[config.mk]
export PLATFORM = sky130hd
export DESIGN_NAME = sequential_divider_flat
export DESIGN_NICKNAME = d
export VERILOG_FILES = /design/src/rtl/sequential_divider_pkg.sv /design/src/rtl/sequential_divider_if.sv /design/src/rtl/sequential_divider_div_step.sv /design/src/rtl/sequential_divider.sv /design/src/flat_wrapper.sv
export SDC_FILE = /design/constraint.sdc
export NUM_CORES = 1
export LEC_CHECK = 0
export ABC_CLOCK_PERIOD_IN_PS = 2080
export BUFFER_PORTS_ARGS = -buffer_cell sky130_fd_sc_hd__buf_2
export CAP_MARGIN = 25
export CORE_MARGIN = 1
export CORE_UTILIZATION = 30
export DETAILED_ROUTE_END_ITERATION = 7
export GPL_TIMING_DRIVEN = 0
export SYNTH_ARGS = -nofsm -noshare
export SYNTH_HDL_FRONTEND = slang
export SYNTH_SLANG_ARGS = --single-unit
[constraint.sdc]
create_clock -name clk -period 2.08 [get_ports clk]
set_input_delay 0.104 -clock clk [delete_from_list [all_inputs] [get_ports clk]]
set_output_delay 0.104 -clock clk [all_outputs]
set_load 0.02 [all_outputs]
[src/rtl/sequential_divider_pkg.sv]
// Shared constants for the sequential restoring divider: state encoding and default widths.
package seq_div_pkg;

  localparam int STATE_W            = 2;
  localparam int DEF_DIVIDEND_WIDTH = 12;
  localparam int DEF_DIVISOR_WIDTH  = 4;
  localparam int DEF_CNT_WIDTH      = 4;

  typedef enum logic [STATE_W-1:0] {
    IDLE    = 2'd0,
    RUN     = 2'd1,
    DONE    = 2'd2,
    DISPLAY = 2'd3
  } state_t;

endpackage

[src/rtl/sequential_divider_if.sv]
// Command/result bus of the sequential divider; master drives commands, slave is the divider.
interface sequential_divider_if #(
  parameter int DIVIDEND_WIDTH = 12,
  parameter int DIVISOR_WIDTH  = 4
) ();

  // Commands are level strobes sampled on every rising clk edge; there is no ready.
  // Priority when several are high in IDLE/DISPLAY is write > divide > display, and
  // all of them are ignored while busy is high or done is pulsing.
  logic [DIVIDEND_WIDTH-1:0] dividend;
  logic [DIVISOR_WIDTH-1:0]  divisor;
  logic                      write;
  logic                      divide;
  logic                      display;
  logic                      busy;
  logic                      done;
  logic                      div_by_zero;
  logic [DIVIDEND_WIDTH-1:0] out;
  logic [DIVISOR_WIDTH-1:0]  rem_out;

  modport master (
    output dividend, divisor, write, divide, display,
    input  busy, done, div_by_zero, out, rem_out
  );

  modport slave (
    input  dividend, divisor, write, divide, display,
    output busy, done, div_by_zero, out, rem_out
  );

endinterface

[src/rtl/sequential_divider_div_step.sv]
// One combinational restoring-division step: shift in the next dividend bit, subtract if it fits.
module div_step #(
  parameter int DIVISOR_WIDTH = 4
) (
  input  logic [DIVISOR_WIDTH-1:0] r_in,
  input  logic                     q_msb,
  input  logic [DIVISOR_WIDTH-1:0] divisor,
  output logic [DIVISOR_WIDTH-1:0] r_out,
  output logic                     q_bit
);

  logic [DIVISOR_WIDTH:0] r_shift;
  logic [DIVISOR_WIDTH:0] r_diff;

  assign r_shift = {r_in, q_msb};
  assign r_diff  = r_shift - {1'b0, divisor};

  // A restored remainder is always below the divisor, so its top bit is zero in both branches.
  always_comb begin
    q_bit = (r_shift >= {1'b0, divisor});
    r_out = q_bit ? r_diff[DIVISOR_WIDTH-1:0] : r_shift[DIVISOR_WIDTH-1:0];
  end

endmodule

[src/rtl/sequential_divider.sv]
// Multi-cycle unsigned restoring divider, one quotient bit per clock.
// Optional SEQ_DIV_ZERO_CHECK_EN: short-circuit zero divisors and raise div_by_zero.
module sequential_divider
  import seq_div_pkg::*;
#(
  parameter int DIVIDEND_WIDTH = DEF_DIVIDEND_WIDTH,
  parameter int DIVISOR_WIDTH  = DEF_DIVISOR_WIDTH,
  parameter int CNT_WIDTH      = DEF_CNT_WIDTH
) (
  input  logic                  clk,
  input  logic                  rst_n,
  sequential_divider_if.slave   bus,
  output state_t                state_dbg
);

  state_t                    state_q;
  logic [DIVIDEND_WIDTH-1:0] a_q;
  logic [DIVISOR_WIDTH-1:0]  b_q;
  logic [DIVISOR_WIDTH-1:0]  r_q;
  logic [DIVIDEND_WIDTH-1:0] q_q;
  logic [CNT_WIDTH-1:0]      cnt_q;
  logic [DIVIDEND_WIDTH-1:0] quot_q;
  logic [DIVISOR_WIDTH-1:0]  rem_q;
  logic                      busy_q;
  logic                      done_q;
  logic                      dbz_q;

  logic [DIVISOR_WIDTH-1:0]  r_nxt;
  logic                      q_bit;
  logic [DIVIDEND_WIDTH-1:0] q_shift;
  logic                      last_iter;
  logic                      zero_skip;

  div_step #(
    .DIVISOR_WIDTH (DIVISOR_WIDTH)
  ) u_step (
    .r_in    (r_q),
    .q_msb   (q_q[DIVIDEND_WIDTH-1]),
    .divisor (b_q),
    .r_out   (r_nxt),
    .q_bit   (q_bit)
  );

  assign q_shift   = {q_q[DIVIDEND_WIDTH-2:0], q_bit};
  assign last_iter = (cnt_q == CNT_WIDTH'(DIVIDEND_WIDTH - 1));

`ifdef SEQ_DIV_ZERO_CHECK_EN
  assign zero_skip = (b_q == '0);
`else
  assign zero_skip = 1'b0;
`endif

  always_ff @(posedge clk or negedge rst_n) begin
    if (!rst_n) begin
      state_q <= IDLE;
      a_q     <= '0;
      b_q     <= '0;
      r_q     <= '0;
      q_q     <= '0;
      cnt_q   <= '0;
      quot_q  <= '0;
      rem_q   <= '0;
      busy_q  <= 1'b0;
      done_q  <= 1'b0;
      dbz_q   <= 1'b0;
    end else begin
      case (state_q)
        IDLE, DISPLAY: begin
          if (bus.write) begin
            a_q     <= bus.dividend;
            b_q     <= bus.divisor;
            state_q <= IDLE;
          end else if (bus.divide) begin
            r_q     <= '0;
            q_q     <= a_q;
            cnt_q   <= '0;
            dbz_q   <= 1'b0;
            busy_q  <= 1'b1;
            state_q <= RUN;
          end else if (bus.display) begin
            state_q <= DISPLAY;
          end else begin
            state_q <= IDLE;
          end
        end
        RUN: begin
          if (zero_skip) begin
            quot_q  <= '1;
            rem_q   <= '0;
            dbz_q   <= 1'b1;
            busy_q  <= 1'b0;
            done_q  <= 1'b1;
            state_q <= DONE;
          end else begin
            r_q   <= r_nxt;
            q_q   <= q_shift;
            cnt_q <= cnt_q + 1'b1;
            if (last_iter) begin
              quot_q  <= q_shift;
              rem_q   <= r_nxt;
              busy_q  <= 1'b0;
              done_q  <= 1'b1;
              state_q <= DONE;
            end
          end
        end
        DONE: begin
          done_q  <= 1'b0;
          state_q <= IDLE;
        end
        default: state_q <= IDLE;
      endcase
    end
  end

  assign bus.busy    = busy_q;
  assign bus.done    = done_q;
  assign bus.out     = (state_q == DISPLAY) ? quot_q : '0;
  assign bus.rem_out = (state_q == DISPLAY) ? rem_q : '0;
  assign state_dbg   = state_q;

`ifdef SEQ_DIV_ZERO_CHECK_EN
  assign bus.div_by_zero = dbz_q;
`else
  // Without the zero check the flag register is never set; the output is a hard zero.
  assign bus.div_by_zero = 1'b0 & dbz_q;
`endif

endmodule

[src/flat_wrapper.sv]
// flat-port wrapper written by rule: the top's interface ports become plain ports
module sequential_divider_flat import seq_div_pkg::*;
#(
  parameter int DIVIDEND_WIDTH = DEF_DIVIDEND_WIDTH,
  parameter int DIVISOR_WIDTH  = DEF_DIVISOR_WIDTH,
  parameter int CNT_WIDTH      = DEF_CNT_WIDTH
)
  (clk, rst_n, state_dbg, bus_dividend, bus_divisor, bus_write, bus_divide, bus_display, bus_busy, bus_done, bus_div_by_zero, bus_out, bus_rem_out);
  sequential_divider_if #(.DIVIDEND_WIDTH(DIVIDEND_WIDTH), .DIVISOR_WIDTH(DIVISOR_WIDTH)) bus_i ();
  input  logic clk;
  input  logic rst_n;
  output state_t state_dbg;
  input wire logic [$bits(bus_i.dividend)-1:0] bus_dividend;
  input wire logic [$bits(bus_i.divisor)-1:0] bus_divisor;
  input wire logic [$bits(bus_i.write)-1:0] bus_write;
  input wire logic [$bits(bus_i.divide)-1:0] bus_divide;
  input wire logic [$bits(bus_i.display)-1:0] bus_display;
  output wire logic [$bits(bus_i.busy)-1:0] bus_busy;
  output wire logic [$bits(bus_i.done)-1:0] bus_done;
  output wire logic [$bits(bus_i.div_by_zero)-1:0] bus_div_by_zero;
  output wire logic [$bits(bus_i.out)-1:0] bus_out;
  output wire logic [$bits(bus_i.rem_out)-1:0] bus_rem_out;
  assign bus_i.dividend = bus_dividend;
  assign bus_i.divisor = bus_divisor;
  assign bus_i.write = bus_write;
  assign bus_i.divide = bus_divide;
  assign bus_i.display = bus_display;
  assign bus_busy = bus_i.busy;
  assign bus_done = bus_i.done;
  assign bus_div_by_zero = bus_i.div_by_zero;
  assign bus_out = bus_i.out;
  assign bus_rem_out = bus_i.rem_out;
  sequential_divider #(.DIVIDEND_WIDTH(DIVIDEND_WIDTH), .DIVISOR_WIDTH(DIVISOR_WIDTH), .CNT_WIDTH(CNT_WIDTH)) u_core (.clk(clk), .rst_n(rst_n), .bus(bus_i), .state_dbg(state_dbg));
endmodule
# Word-level counts from Yosys, hierarchy flattened
# Cells that the tools add are included.
# totals
reg_bits	56
inputBits	21
out_inout_bits	21
wordCells	50
# op_classes
n_addsub	2
n_lt_le_gt_ge	1
eq_ne	7
n_mux	21
n_reduce_logical	9
# ops
op	n
12-bit two-way mux	3
12-bit one-hot mux with 2 select lines	1
4-bit two-way mux	4
4-bit one-hot mux with 2 select lines	2
2-bit two-way mux	4
2-bit one-hot mux with 3 select lines	1
2-bit AND reduction	3
5-bit by 4-bit >= comparator with 1-bit output	1
4-bit by 1-bit adder with 4-bit output (second input constant)	1
2-bit == test (second input constant)	2
4-bit == test (second input constant)	1
1-bit two-way mux	4
2-bit != test (second input constant)	2
1-bit one-hot mux with 2 select lines	2
4-bit AND reduction	1
2-bit nonzero test	2
4-bit subtractor	1
3-bit AND reduction	1
2-bit by 1-bit == test with 1-bit output (second input constant)	1
2-bit zero test	1
2-bit by 1-bit != test with 1-bit output (second input constant)	1
2-bit OR reduction	1

# Longest topological paths before layout
# Gate-level depths: netlist of run 1.
# logic_depth
depth_word	4
depth_mapped	8
ltp_nobuf	7

# Modules after synthesis
# A second synthesis of run 1 with hierarchy kept.
# unflattened
hier_cells	226
area_unflattened_um2	2862.7
# modules_own_cells
module	instances	cells_each	area_per_inst_um2	seq_area_each_um2
sequential_divider	1	198	2638.8	1401.3
div_step	1	28	224.0	0.0

# Worst setup path after synthesis of run 1
# No wires, ideal clock.
# synth_path
path_kind	register to register
start	reg u_core.state_q[0] (netlist: u_core.state_dbg[0])
end	reg u_core.a_q[11]
setup_time_ns	0.125
arrival_ns	1.760
t_required_ns	1.955
path_slack_ns	0.195
path_stages_with_launch	7
path_buffers	2
synth_period_minus_slack_ns	1.885
path_cell_list	dfrtp_1 > inv_1 > ha_1 > buf_2 > nand2_1 > buf_2 > mux2_2
# synth_between
elab_chain_cells	3
elab_cells_between_ends	4
cone_classes	1 x eq/ne; 3 x reduce/logical
# synth_rtl
element	line_no	rtl
from (decl)	sequential_divider.sv:16	state_t state_q;
from (signal assigned)	sequential_divider.sv:55	state_q <= IDLE;
from (signal assigned)	sequential_divider.sv:72	state_q <= IDLE;
from (signal assigned)	sequential_divider.sv:79	state_q <= RUN;
2-bit == test or 2-bit zero test (tied branches)	sequential_divider.sv:67	case (state_q)
2-bit OR reduction *	sequential_divider.sv:67	
2-bit AND reduction (no source line) *	-	
to (signal assigned)	sequential_divider.sv:70	a_q <= bus.dividend;
to (decl)	sequential_divider.sv:17	logic [DIVIDEND_WIDTH-1:0] a_q;
# Mark *: on every way between the ends. The rest lies on a longest branch, timed or not.
# A chain may end at the register's enable or synchronous reset.

# Worst setup path in the final report of run 1
# layout_path
start	reg u_core.q_q[11]
end	reg u_core.r_q[0]
# layout_between
elab_chain_cells	3
elab_cells_between_ends	4
cone_classes	1 x add/sub; 1 x order compare; 2 x mux
# layout_rtl
element	line_no	rtl
from (decl)	sequential_divider.sv:20	logic [DIVIDEND_WIDTH-1:0] q_q;
from (signal assigned)	sequential_divider.sv:75	q_q <= a_q;
from (signal assigned)	sequential_divider.sv:96	q_q <= q_shift;
4-bit subtractor or 5-bit by 4-bit >= comparator with 1-bit output (tied branches)	sequential_divider_div_step.sv:16, sequential_divider_div_step.sv:20	
4-bit two-way mux *	sequential_divider_div_step.sv:21	r_out = q_bit ? r_diff[DIVISOR_WIDTH-1:0] : r_shift[DIVISOR_WIDTH-1:0];
4-bit one-hot mux with 2 select lines *	sequential_divider.sv:67	
to (signal assigned)	sequential_divider.sv:95	r_q <= r_nxt;
to (decl)	sequential_divider.sv:19	logic [DIVISOR_WIDTH-1:0] r_q;
# Marks and branches as above.

==> impl_metrics.env, run 1 <==
export IMPL_status="finished, final reports clean"
export IMPL_worstPathRequired_ps=2320
export IMPL_post_cts_buffers=0
export IMPL_ys_seq_elements=56
export IMPL_synth_ff_type="dfrtp_1"
export IMPL_synth_area_per_cell_sq_um=11.78
export IMPL_setup_viol=0
export IMPL_period_needed_ps=1904
export IMPL_cp_max_fo=5
export IMPL_finalHoldViolations=0
export IMPL_grt_pass1_vias=1825
export IMPL_clockBufferDepth=2
export IMPL_hold_start="bus_dividend[3]"
export IMPL_dp_hpwl_mm=4.029
export IMPL_die_area_sq_mm=0.009252
export IMPL_die_x_um=96.19
export IMPL_ys_types=41
export IMPL_start_kind="register"
export IMPL_drv_cap=0
export IMPL_synth_top_area_frac=0.5266
export IMPL_synth_most_common_cell="dfrtp_1"
export IMPL_worst_setup_path_type="reg2reg"
export IMPL_synth_area_leaders="dfrtp_1 (53%), mux2_2 (12%), and2_1 (3.8%), ha_1 (3.8%), mux2i_1 (3.0%)"
export IMPL_tritoncts="yes"
export IMPL_timing_final_crit_share=0.9153
export IMPL_cts_sinks=56
export IMPL_syn_instance_count=226
export IMPL_worstRegToRegCells=7
export IMPL_area_delta_synth_final_pct=19.32
export IMPL_drive_gt1_frac=0.3514
export IMPL_startpoint="u_core.q_q[11]"
export IMPL_initial_core_util=0.3175
export IMPL_grt_pass1_wl_mm=9.066
export IMPL_antenna_found_initial=0
export IMPL_synth_edf_count=0
export IMPL_path_clk_slew_ps=110
export IMPL_routedWlPerCell_um=14.18
export IMPL_fin_hold_ws_ps=9.033
export IMPL_fin_nets=305
export IMPL_track_usage=0.1299
export IMPL_min_path_cells=2
export IMPL_core_region_area_sq_mm=0.008382
export IMPL_vias_per_cell=4.740
export IMPL_vias=1806
export IMPL_synth_area_sq_mm=0.002661
export IMPL_numCtsBuffers=5
export IMPL_clk_latency_ps=320
export IMPL_final_util=0.3789
export IMPL_synth_fp_nets=256
export IMPL_ant_nets=0
export IMPL_cts_root_buffer="clkbuf_8"
export IMPL_p_total_mw=4.318
export IMPL_first_pass_iters=4
export IMPL_crit_path_end_kind="register"
export IMPL_crit_reg2reg_launch="u_core.q_q[11]"
export IMPL_async_flop_share=1.000
export IMPL_drt_wl_total_mm=5.401
export IMPL_setup_tns_ps=0
export IMPL_post_route_drc_count=0
export IMPL_num_antenna_cells=0
export IMPL_gp_congestion=0.8111
export IMPL_clock_fmax_mhz=525.3
export IMPL_h_tree_depth=2
export IMPL_leakagePower_nw=1.461
export IMPL_rrSetupSlack_ps=180
export IMPL_portBuffers=40
export IMPL_post_dp_cell_area_sq_mm=0.003013
export IMPL_placementRows=33
export IMPL_worst_pin_slew_ps=569.4
export IMPL_cp_arrival_ps=2150
export IMPL_fp_dieH_um=96.19
export IMPL_multi_input_area_sq_mm=0.001157
export IMPL_ir_drop_v=0.0004232
export IMPL_synth_common_cells="dfrtp_1 (56), mux2_2 (28), nand2_1 (20)"
export IMPL_rsz0062_at_grt="false"
export IMPL_skew_ps=10.78
export IMPL_hp_class="in2reg"
export IMPL_fill_cells=845
export IMPL_drt_initial_drc_count=68
export IMPL_slew_headroom=0.6187
export IMPL_ff_latch_area_sq_mm=0.001401
export IMPL_powerDensity_mw_per_mm2=1360
export IMPL_fin_area_sq_mm=0.003176
export IMPL_drv_slew=0
export IMPL_grt_max_degree=36
export IMPL_ios=42
export IMPL_synth_top_area_cell="dfrtp_1"
export IMPL_overflow=0
export IMPL_ys_seq_area_frac=0.5266
export IMPL_yosysWarnings=0
-- worst max-delay path: stages, from the launching register on --
cell and delay, ps:
dfrtp_1 370, inv_1 60, ha_1 300, nand2b_4 150
a211oi_4 280, o21ai_2 180, mux2_4 350, o21ai_2 130
-- cell usage in the layout, fill, tap and decap left out, types with 2 or more instances in the layout --
cell type / instances
o21ai_0: 16
and2_1: 17
a21oi_1: 4
a222oi_1: 6
dfrtp_1: 56
bufinv_16: 2
mux2i_1: 8
ha_1: 8
buf_2: 47
inv_1: 14
mux2_2: 28
o21ai_1: 2
clkbuf_8: 5
dlygate4sd3_1: 2
nand2b_1: 3
nand2_1: 19
nor2_1: 5
nand3b_1: 2
xor2_1: 2
o21ai_2: 3
-- state kept, by name (all words and copies together), names as in the netlist --
signal            cells
u_core.q_q           12
u_core.quot_q        12
u_core.cnt_q          4
u_core.bus.busy       1
u_core.r_q            4
u_core.b_q            4
u_core.state_dbg      2
u_core.a_q           12
u_core.rem_q          4
u_core.bus.done       1
-- stage by stage --
step | cells | worst slack [ps]
floorplan | 226 | 194.8
global placement | 371 | 90.51
detailed placement | 372 | 60.72
CTS | 381 | 23.57
global route | 381 | 17.81
finish | 381 | 176.3
-- kinds of logic (layout without fill, tap and decap cells) --
group | after synthesis | after routing | synth area share
xor gates and xnor gates | 2 | 2 | 0.006583
adders and majority gates | 9 | 9 | 0.04514
other | 1 | 1 | 0.001409
AOI/OAI and AO/OA | 40 | 40 | 0.1110
muxes | 37 | 37 | 0.1542
and+or+nand+nor | 56 | 56 | 0.1147
buffers and inverters | 25 | 75 | 0.04044
DFF | 56 | 56 | 0.5266
-- final timing paths --
kind | end
max | u_core.r_q[0]
min | u_core.a_q[3]
max reg2reg | u_core.r_q[0]
min reg2reg | u_core.rem_q[2]
max in group asynchronous | u_core.cnt_q[2]
min in group asynchronous | u_core.q_q[11]
-- power by group --
group	internal (mW)	total (mW)	switching, mW	leakage [nW]
combinational	0.819	1.77	0.950	0.742
sequential	1.45	1.70	0.247	0.651
clock	0.485	0.850	0.365	0.0687
total	2.76	4.32	1.56	1.46
-- final cells by class --
class,instances,area share
clock buffers,5,0.02167
plain buffers,10,0.01734
inverters,14,0.01655
multi-input cells,145,0.3645
well taps,105,0.04137
flip-flops and latches,56,0.4413
repair buffers,43,0.07565
clock inverters,3,0.02167
-- per-layer routing --
metal / share of wire / GRT usage
met5: 0 / 0
met2: 0.48 / 0.2122
met3: 0.050 / 0.02923
met1: 0.45 / 0.1697
met4: 0.020 / 0.04229
-- timing repair --
action | CTS | global route
hold buffers | 1 | 1
setup endpoints to repair | 0 | 22
endpoints found under the hold margin | 21 | 1
gates resized for setup | 0 | 6
Note: power is estimated with default switching activity, not from simulation.
==> run 2, diff against run 1 <==
GPL_TIMING_DRIVEN = 1   (was 0)
SYNTH_HIERARCHICAL = 1   (was not set)
==> run 2 against run 1 <==
Total power grew 3.1%. Core utilization shrank 1.6 points. Via count shrank 2.5%. Combinational power grew 14%. Sequential share of layout area shrank 2.4 points. Synthesized cell count is the same. Largest cell class unchanged. Largest power group unchanged. Highest routed layer unchanged.
==> impl_metrics.env, run 2 <==
export IMPL_cp_max_fo=4
export IMPL_stdcell_count=402
export IMPL_seqPwrFrac=0.386
export IMPL_synth_common_cells="dfrtp_1 (56), mux2_2 (53), inv_1 (17)"
export IMPL_crit_path_end_kind="register"
export IMPL_timing_final_crit_share=0.9031
export IMPL_portBuffers=40
export IMPL_fin_hold_ws_ps=14.95
export IMPL_final_util=0.3630
export IMPL_status="finished, final reports clean"
export IMPL_grt_pass1_wl_mm=9.052
export IMPL_die_area_sq_mm=0.009937
export IMPL_setup_viol=0
export IMPL_worst_pin_slew_ps=640.2
export IMPL_clkPwrFrac=0.159
export IMPL_leakagePower_nw=1.685
export IMPL_drt_wl_total_mm=5.391
export IMPL_path_clk_slew_ps=100
export IMPL_synth_fp_nets=256
export IMPL_area_delta_synth_final_pct=17.18
export IMPL_h_tree_depth=2
export IMPL_grt_pass1_vias=1810
export IMPL_drv_slew=0
export IMPL_powerDensity_mw_per_mm2=1327
export IMPL_synth_area_sq_mm=0.002863
export IMPL_fin_area_sq_mm=0.003354
export IMPL_post_route_drc_count=0
export IMPL_dp_cells=393
export IMPL_fin_nets=302
export IMPL_fp_dieH_um=99.69
export IMPL_num_antenna_cells=0
export IMPL_initial_core_util=0.3098
export IMPL_start_kind="register"
export IMPL_synth_most_common_cell="dfrtp_1"
export IMPL_layout_commonest_cell="dfrtp_1"
export IMPL_crit_chain="ha_1, nand4_1, nand2_2, nor2_4, mux2_4, mux2_2"
export IMPL_p_switching_mw=1.534
export IMPL_finalHoldViolations=0
export IMPL_switching_share=0.3447
export IMPL_crit_path_max_incr_delay_ps=410
export IMPL_setup_tns_ps=0
export IMPL_clock_fmax_mhz=532.4
export IMPL_rsz0062_at_grt="false"
export IMPL_cts_sinks=56
export IMPL_overflow=0
export IMPL_drv_cap=0
export IMPL_tritoncts="yes"
export IMPL_clockBufferDepth=2
export IMPL_vias_per_cell=4.378
export IMPL_ys_seq_elements=56
export IMPL_synth_area_per_cell_sq_um=12.67
export IMPL_hp_class="in2reg"
export IMPL_vias=1760
export IMPL_combinationalPowerShare=0.455
export IMPL_slowest_stage="dfrtp_1"
export IMPL_syn_instance_count=226
export IMPL_ys_types=39
export IMPL_async_flop_share=1.000
export IMPL_placementRows=35
export IMPL_track_usage=0.1183
export IMPL_skew_ps=7.624
export IMPL_yosysWarnings=6
export IMPL_grt_max_degree=31
export IMPL_ios=42
export IMPL_core_region_area_sq_mm=0.009240
export IMPL_power_internal_mw=2.916
export IMPL_drt_initial_drc_count=52
export IMPL_synth_edf_count=0
export IMPL_period_needed_ps=1878
export IMPL_synth_top_area_cell="dfrtp_1"
export IMPL_slew_headroom=0.5732
export IMPL_ir_drop_v=0.0007048
export IMPL_ys_seq_area_frac=0.4895
export IMPL_reg_top3="u_core/a_q: 12 flops, u_core/q_q: 12 flops, u_core/quot_q: 12 flops"
export IMPL_clk_latency_ps=310
export IMPL_first_pass_iters=3
export IMPL_synth_area_leaders="dfrtp_1 (49%), mux2_2 (21%), and2_1 (3.5%), ha_1 (3.5%), mux2i_1 (3.5%)"
export IMPL_final_cell_mix="dfrtp_1 (56), mux2_2 (53), buf_2 (40)"
export IMPL_worst_setup_path_type="reg2reg"
export IMPL_numCtsBuffers=5
export IMPL_drive_gt1_frac=0.4432
export IMPL_antenna_found_initial=0
export IMPL_ant_nets=0
export IMPL_synth_top_area_frac=0.4895
export IMPL_gp_congestion=0.7909
export IMPL_dp_hpwl_mm=4.017
export IMPL_routedWlPerCell_um=13.41
export IMPL_worstPathRequired_ps=2280
export IMPL_cp_arrival_ps=2080
export IMPL_synth_ff_type="dfrtp_1"
export IMPL_die_x_um=99.69
export IMPL_post_dp_cell_area_sq_mm=0.003237
export IMPL_cts_root_buffer="clkbuf_8"
## run 2: cell types whose count changed in the layout (fill, tap and decap cells not counted), sizes merged, moves of 6 or more
cell / change
o21ai: -19
nand2: -9
a222oi: -6
mux2: +30
## run 2: final timing paths
path | startpoint | endpoint | slack (ps) | cells after the start
setup / recovery | u_core/r_q[1] | u_core/rem_q[2] | 200 | 6
hold / removal | bus_dividend[2] | u_core/a_q[2] | 10 | 2
setup reg to reg | u_core/r_q[1] | u_core/rem_q[2] | 200 | 6
hold reg to reg | u_core/quot_q[7] | u_core/quot_q[7] | 510 | 1
max in group asynchronous | rst_n | u_core/rem_q[1] | 1150 | 3
min in group asynchronous | rst_n | u_core/a_q[2] | 350 | 2
## run 2: cells by family after synthesis
group | after synthesis | synth area share
compound gates | 12 | 0.03147
mux | 69 | 0.2749
simple gates | 51 | 0.1101
buf+inv | 27 | 0.04764
xor+xnor | 1 | 0.003060
fa+ha+maj | 9 | 0.04196
flops | 56 | 0.4895
other cells | 1 | 0.001310
## run 2: routing by layer
metal / GRT usage / part of all wire / vias up
li1: - / - / 858
met1: 0.1587 / 0.49 / 865
met2: 0.1905 / 0.46 / 30
met3: 0.02530 / 0.037 / 7
met4: 0.03733 / 0.011 / 0
met5: 0 / 0 / -
## run 2: power by group through the flow
stage | clock [mW] | sequential, mW | combinational (mW)
finish | 0.708 | 1.72 | 2.02
floorplan | 0 | 1.67 | 1.65
detailed placement | 0 | 1.75 | 2.04
CTS | 0.740 | 1.73 | 2.05
global route | 0.775 | 1.78 | 2.24
global placement | 0 | 1.74 | 1.99
## run 2: metrics by stage
stage	total power [mW]	worst slack, ps
6_report	4.450	201.6
5_1_grt	4.797	101.2
4_1_cts	4.519	202.0
3_5_place_dp	3.790	219.3
3_3_place_gp	3.727	231.0
2_1_floorplan	3.322	137.0
## run 2: area by class of cell
cell class	count	area (sq um)
Clock buffer	6	72.57
Clock inverter	2	35.03
Timing Repair Buffer	49	295.3
Multi-Input combinational cell	143	1325
Tap cell	129	161.4
Sequential cell	56	1401
Inverter	17	63.81
Fill cell	917	5886
## run 2: timing repair
item,in CTS,in global routing
gates resized for setup,0,0
endpoints found under the hold margin,26,0
endpoints found under the setup margin,0,0
buffers inserted,0,0
hold buffers,1,0
## run 2: critical path: cells and delay by family, from the launching register on
family	cells	cell delay, ps
adders and majority gates	1	370
and+or+nand+nor	3	400
DFF	1	410
muxes	2	580
